### config.mk
export PLATFORM = sky130hd
export DESIGN_NAME = mem_stage_ctrl
export DESIGN_NICKNAME = d
export VERILOG_FILES = /design/src/rtl/mem_stage_ctrl_pkg.sv /design/src/rtl/mem_lsu_align.sv /design/src/rtl/mem_stage_ctrl.sv
export SDC_FILE = /design/constraint.sdc
export NUM_CORES = 1
export LEC_CHECK = 0
export ABC_AREA = 1
export ABC_CLOCK_PERIOD_IN_PS = 3250
export BUFFER_PORTS_ARGS = -buffer_cell sky130_fd_sc_hd__buf_2
export CAP_MARGIN = 15
export CORE_ASPECT_RATIO = 0.5
export CORE_MARGIN = 10
export CORE_UTILIZATION = 25
export CTS_BUF_LIST = sky130_fd_sc_hd__clkbuf_4
export DETAILED_ROUTE_END_ITERATION = 10
export HOLD_SLACK_MARGIN = 0.02
export PLACE_DENSITY_LB_ADDON = 0.08
export SLEW_MARGIN = 20
export SYNTH_ARGS = -nofsm -noshare
export SYNTH_HDL_FRONTEND = slang
export SYNTH_SLANG_ARGS = --single-unit
### constraint.sdc
create_clock -name clk -period 3.25 [get_ports clk]
set_input_delay 0.4875 -clock clk [delete_from_list [all_inputs] [get_ports clk]]
set_output_delay 0.4875 -clock clk [all_outputs]
set_load 0.03 [all_outputs]
### src/rtl/mem_stage_ctrl_pkg.sv
// Shared encodings for the memory stage: store size, load extension and FSM state codes.
package mem_stage_ctrl_pkg;

  typedef enum logic [1:0] {
    ST_IDLE  = 2'b00,
    ST_WAIT  = 2'b01,
    ST_DONE  = 2'b10,
    ST_DRAIN = 2'b11
  } state_t;

  localparam logic [1:0] SEL_WORD = 2'b00;
  localparam logic [1:0] SEL_HALF = 2'b01;
  localparam logic [1:0] SEL_BYTE = 2'b10;

  localparam logic [2:0] EXT_LW  = 3'b000;
  localparam logic [2:0] EXT_LBU = 3'b001;
  localparam logic [2:0] EXT_LB  = 3'b010;
  localparam logic [2:0] EXT_LHU = 3'b011;
  localparam logic [2:0] EXT_LH  = 3'b100;

endpackage

### src/rtl/mem_lsu_align.sv
// Combinational store lane steering (strobes, replicated data) and load byte/half extraction.
module mem_lsu_align
  import mem_stage_ctrl_pkg::*;
(
  input  logic [1:0]  mem_in_sel,
  input  logic [2:0]  mem_out_sel,
  input  logic [1:0]  off,
  input  logic [31:0] store_data,
  input  logic [31:0] load_data,
  output logic [3:0]  wstrb,
  output logic [31:0] wdata,
  output logic [31:0] rdata_ext
);

  logic [7:0]  load_byte;
  logic [15:0] load_half;

  always_comb begin
    wstrb = 4'b1111;
    wdata = store_data;
    case (mem_in_sel)
      SEL_HALF: begin
        wstrb = off[1] ? 4'b1100 : 4'b0011;
        wdata = {2{store_data[15:0]}};
      end
      SEL_BYTE: begin
        wstrb = 4'b0001 << off;
        wdata = {4{store_data[7:0]}};
      end
      default: ;
    endcase
  end

  always_comb begin
    load_byte = load_data[{off, 3'b000} +: 8];
    load_half = off[1] ? load_data[31:16] : load_data[15:0];
    case (mem_out_sel)
      EXT_LBU: rdata_ext = {24'h0, load_byte};
      EXT_LB:  rdata_ext = {{24{load_byte[7]}}, load_byte};
      EXT_LHU: rdata_ext = {16'h0, load_half};
      EXT_LH:  rdata_ext = {{16{load_half[15]}}, load_half};
      default: rdata_ext = load_data;
    endcase
  end

endmodule

### src/rtl/mem_stage_ctrl.sv
// Memory-stage controller: E->M consumer handshake, single-outstanding data-bus transaction,
// post-flush draining of an accepted access, and optional registering of the extended load result.
module mem_stage_ctrl
  import mem_stage_ctrl_pkg::*;
#(
  parameter int ADDR_W  = 32,
  parameter int EXT_REG = 1
) (
  input  logic              clk,
  input  logic              reset,
  input  logic              respon,
  input  logic              M_valid,
  input  logic              MemWriteM,
  input  logic              MemOrALUM,
  input  logic [1:0]        MemInSelM,
  input  logic [2:0]        MemOutSelM,
  input  logic              EXLM,
  input  logic [31:0]       ALUoutM,
  input  logic [31:0]       rd2M,
  input  logic              W_allowin,
  input  logic              data_addr_ok,
  input  logic              data_data_ok,
  input  logic [31:0]       data_rdata,
  output logic              M_allowin,
  output logic              M_to_W_valid,
  output logic              data_req,
  output logic              data_wr,
  output logic [3:0]        data_wstrb,
  output logic [ADDR_W-1:0] data_addr,
  output logic [31:0]       data_wdata,
  output logic [31:0]       mem_rdata_ext
);

  state_t      state, state_next;
  logic        need_mem;
  logic        ready_go;
  logic        block_in;
  logic        latch_ext;
  logic [3:0]  strb_raw;
  logic [31:0] ext_comb;
  logic [31:0] ext_reg;

  mem_lsu_align u_align (
    .mem_in_sel  (MemInSelM),
    .mem_out_sel (MemOutSelM),
    .off         (ALUoutM[1:0]),
    .store_data  (rd2M),
    .load_data   (data_rdata),
    .wstrb       (strb_raw),
    .wdata       (data_wdata),
    .rdata_ext   (ext_comb)
  );

  assign need_mem   = M_valid & (MemWriteM | MemOrALUM) & ~EXLM & ~respon;
  assign data_wr    = MemWriteM;
  assign data_wstrb = MemWriteM ? strb_raw : 4'b0000;
  assign data_addr  = {ALUoutM[ADDR_W-1:2], 2'b00};

  always_ff @(posedge clk) begin
    if (reset) begin
      state   <= ST_IDLE;
      ext_reg <= 32'h0;
    end else begin
      state <= state_next;
      if (latch_ext) ext_reg <= ext_comb;
    end
  end

  always_comb begin
    state_next = state;
    data_req   = 1'b0;
    ready_go   = 1'b0;
    block_in   = 1'b0;
    latch_ext  = 1'b0;
    case (state)
      ST_IDLE: begin
        data_req = need_mem;
        ready_go = ~need_mem;
        if (need_mem && data_addr_ok) state_next = ST_WAIT;
      end
      ST_WAIT: begin
        ready_go = data_data_ok;
        block_in = ~data_data_ok;
        if (data_data_ok) begin
          // Without the result register, W must accept on the data_ok cycle.
          if (respon || W_allowin || EXT_REG == 0) begin
            state_next = ST_IDLE;
          end else begin
            latch_ext  = 1'b1;
            state_next = ST_DONE;
          end
        end else if (respon) begin
          state_next = ST_DRAIN;
        end
      end
      ST_DONE: begin
        ready_go = 1'b1;
        if (W_allowin || respon) state_next = ST_IDLE;
      end
      ST_DRAIN: begin
        block_in = 1'b1;
        if (data_data_ok) state_next = ST_IDLE;
      end
      default: state_next = ST_IDLE;
    endcase
  end

  assign M_allowin     = ~block_in & (~M_valid | (ready_go & W_allowin));
  assign M_to_W_valid  = M_valid & ready_go & ~respon & (state != ST_DRAIN);
  assign mem_rdata_ext = (state == ST_DONE) ? ext_reg : ext_comb;

endmodule

==> results.md <==
- Clock slew at reported path FFs: 0.11 ns
- Setup crit end: mem_rdata_ext[28]
- Clk_skew: 0.00725 ns
- Row count: 30
- Crit path arrival time: 2.25 ns
- Fin nets: 844
- Post-synth EDFFs: 0
- Setup Viol. Count Final: 0
- Max Slew Vio Count: 0
- Max-slew headroom: 33.7%
- Drt via density: 4.51
- I/O pins: 215
- CP max stage delay: 0.35 ns
- Syn avg cell area: 5.52 um2
- Pre-antenna DRT Iters: 5
- Reg-to-Reg Start: state[0]$_SDFFE_PP0P_
- Share of cells above drive strength 1: 29.0%
- Htree depth: 2
- Critical path cell sequence: buf_2, inv_4, nand2_1, nand2_1, nand2_1, nand2_1, nand2_2, buf_4, nand3_2, nand2_1, nand2_1, buf_2
- Reg2reg setup slack: 1.46 ns
- I/O Buffers: 152
- Root buf cell: clkbuf_4
- Synth cell types: 29
- Ys flop type: dfxtp_1
- Critical Path RT: 2.76 ns
- FF+latch count, synth: 34
- Worst-Margin Slew: 0.993 ns
- GRT Residual Overflow: 0
- Worst-Skew Late Latency: 0.35 ns
- Post_cts resized: 0
- Max-Cap Viols: 0
- Height of the die: 104 um
- Non-Filler Instances: 923
- Critical path's top delay family: buffers and inverters
- Final Critical Period: 2.74 ns
- Max reg flops: 32
- Post-CTS Setup Bufs: 0
- RSZ-0062 raised after global routing: false
- Die width: 188 um
- Worst VDD drop: 0.138 mV
- Vias: 4167
- Syn-to-layout area delta: 19.1%
- Multi-input logic area: 0.00226 mm2
- Max Used Layer: met4
- Detail Route Antenna Nets: 0
- Run status: finished, final reports clean
- Buffers and inverters on the worst path: 4
- Detailed Place HPWL: 11400 um
- CP max FO: 19
- Top-count cell post-synth: nand2_1
- Sequential cell area: 681 um2
- YS warnings: 0
- Post-synthesis cell count: 637
- DRT met1 WL: 6920 um
- Hold Path Class: input port to flop
- Routability congestion estimate: 0.844
- Share of the synthesized area in the top cell type: 29.3%
- Crit. Startpoint: ALUoutM[0]
- Wire length on met2: 6710 um
- P_leak: 2.40 nW
- Initial Utilization: 25.7%
- WL final: 14900 um
- Stages on worst setup path: 12
- Hold_buf cts: 0
- Number of remaining DRC errors: 0
- Clock Path Buffers: 2
- Synth area leaders: nand2_1, dfxtp_1, buf_4
- Sequential share of the synthesized area: 19.4%
- Ant. Diodes: 0
- Fillcell total: 1646
- Setup TNS: 0 ns
- Post-Syn Area: 0.00352 mm2
- DR WL met3: 1170 um
- FMAX: 365 MHz
- Startpoint types: input port
- Part of the cycle the worst path needs: 84.2%
- Critical path's slowest cell: buf_2
- Clock sink total: 34
- Worst reg2reg path depth: 6
- Vias in the first global route: 4154
- CP endpoint kind: primary output
- Critical path type: input port to primary output
- Commonest cells post-synth: nand2_1, nor2_1, buf_4
- Initial antenna violation count: 0
- Pwr Density: 345 mW/mm2
- Largest net degree at the start of global routing: 34
- Total core area: 0.0137 mm2
- TritonCTS Buffers: 5
- R2R Path End: ext_reg[8]$_SDFFE_PP0P_
- First-pass GRT wire length: 23800 um
- Most frequent CP cell: nand2_1
- Hold Vio Cnt, Final: 0
- CTS tree: built
- DR iter-0 viols: 286
- DIE AREA: 0.0195 mm2
- Yosys top cell by area: nand2_1
- WL/cell: 16.2 um
- Cell Count Post-Placement: 916
- Asr flop ratio synth: 0%
- Total GRT Usage: 14.9%
-- worst min-delay path by stage --
stage	from	end	slack, ns	cells past startpoint
after floorplan	state[0]$_SDFFE_PP0P_	state[0]$_SDFFE_PP0P_	0.49	2
after global routing	reset	state[1]$_SDFFE_PP0P_	0.31	2
after detailed placement	ext_reg[29]$_SDFFE_PP0P_	ext_reg[29]$_SDFFE_PP0P_	0.51	2
final	reset	state[1]$_SDFFE_PP0P_	0.32	2
after CTS	reset	state[1]$_SDFFE_PP0P_	0.29	2
after global placement	ext_reg[30]$_SDFFE_PP0P_	ext_reg[30]$_SDFFE_PP0P_	0.51	2
-- cells by family (layout without fill, tap and decap cells) --
group | Yosys count | count (layout) | share of synthesized area [%]
adder cells (fa/ha/maj) | 2 | 2 | 0.711
AO/OA/AOI/OAI | 59 | 59 | 9.32
flip-flops | 34 | 34 | 19.4
buffers and inverters | 98 | 191 | 16.4
other | 1 | 2 | 0.107
AND/OR/NAND/NOR | 443 | 443 | 54.1
-- per-layer routing --
layer  vias up  track usage [%]
li1       2136                -
met1      1878             19.3
met2       131             23.5
met3        22             4.55
met4         0             3.41
met5         -                0
-- placed cells by master, fill, tap and decap left out --
cell type  count
buf_4          9
bufinv_16      1
inv_4          2
clkbuf_4       5
nor2_1        89
nand3b_1       1
clkinv_1       2
dfxtp_1       34
ha_1           2
nand2_4        1
inv_1         16
a32oi_1        8
inv_2          3
nand2_1      275
conb_1         2
nor2_4         1
a21oi_1        6
or2_2         13
nand3_1       33
nand2_2        2
buf_2        152
nor2_2         4
or2_1          2
or2_0          2
nor3_1         2
buf_12         1
nand3_2       17
nor3_4         1
a31oi_1        2
o21ai_0       43
-- final cells by class --
| type | instances | share of cell area (%) |
|---|---|---|
| Multi-Input combinational cell | 506 | 54.0 |
| Timing Repair Buffer | 162 | 20.2 |
| Sequential cell | 34 | 16.2 |
| Tap cell | 192 | 5.73 |
| Inverter | 22 | 2.09 |
| Clock buffer | 5 | 0.896 |
| Clock inverter | 2 | 0.806 |
-- per-stage QoR --
| step | hold slack (ns) | instance area, um2 | utilization [%] | total power, W | setup WS, ns |
|---|---|---|---|---|---|
| finish | 0.315 | 4190 | 30.7 | 0.00145 | 0.513 |
| global route | 0.313 | 4190 | 30.7 | 0.00155 | 0.306 |
| CTS | 0.291 | 4190 | 30.7 | 0.00147 | 0.524 |
| detailed placement | 0.515 | 4120 | 30.1 | 0.00114 | 0.524 |
| global placement | 0.508 | 4120 | 30.1 | 0.00115 | 0.518 |
| floorplan | 0.491 | 3520 | - | 0.000973 | 0.674 |
-- report_power, final --
group	internal, W	switching (W)
sequential	0.000423	0.00000352
combinational	0.000203	0.000497
clock	0.000156	0.000166
total	0.000781	0.000666
No activity file was read; power rests on OpenSTA's default activity.
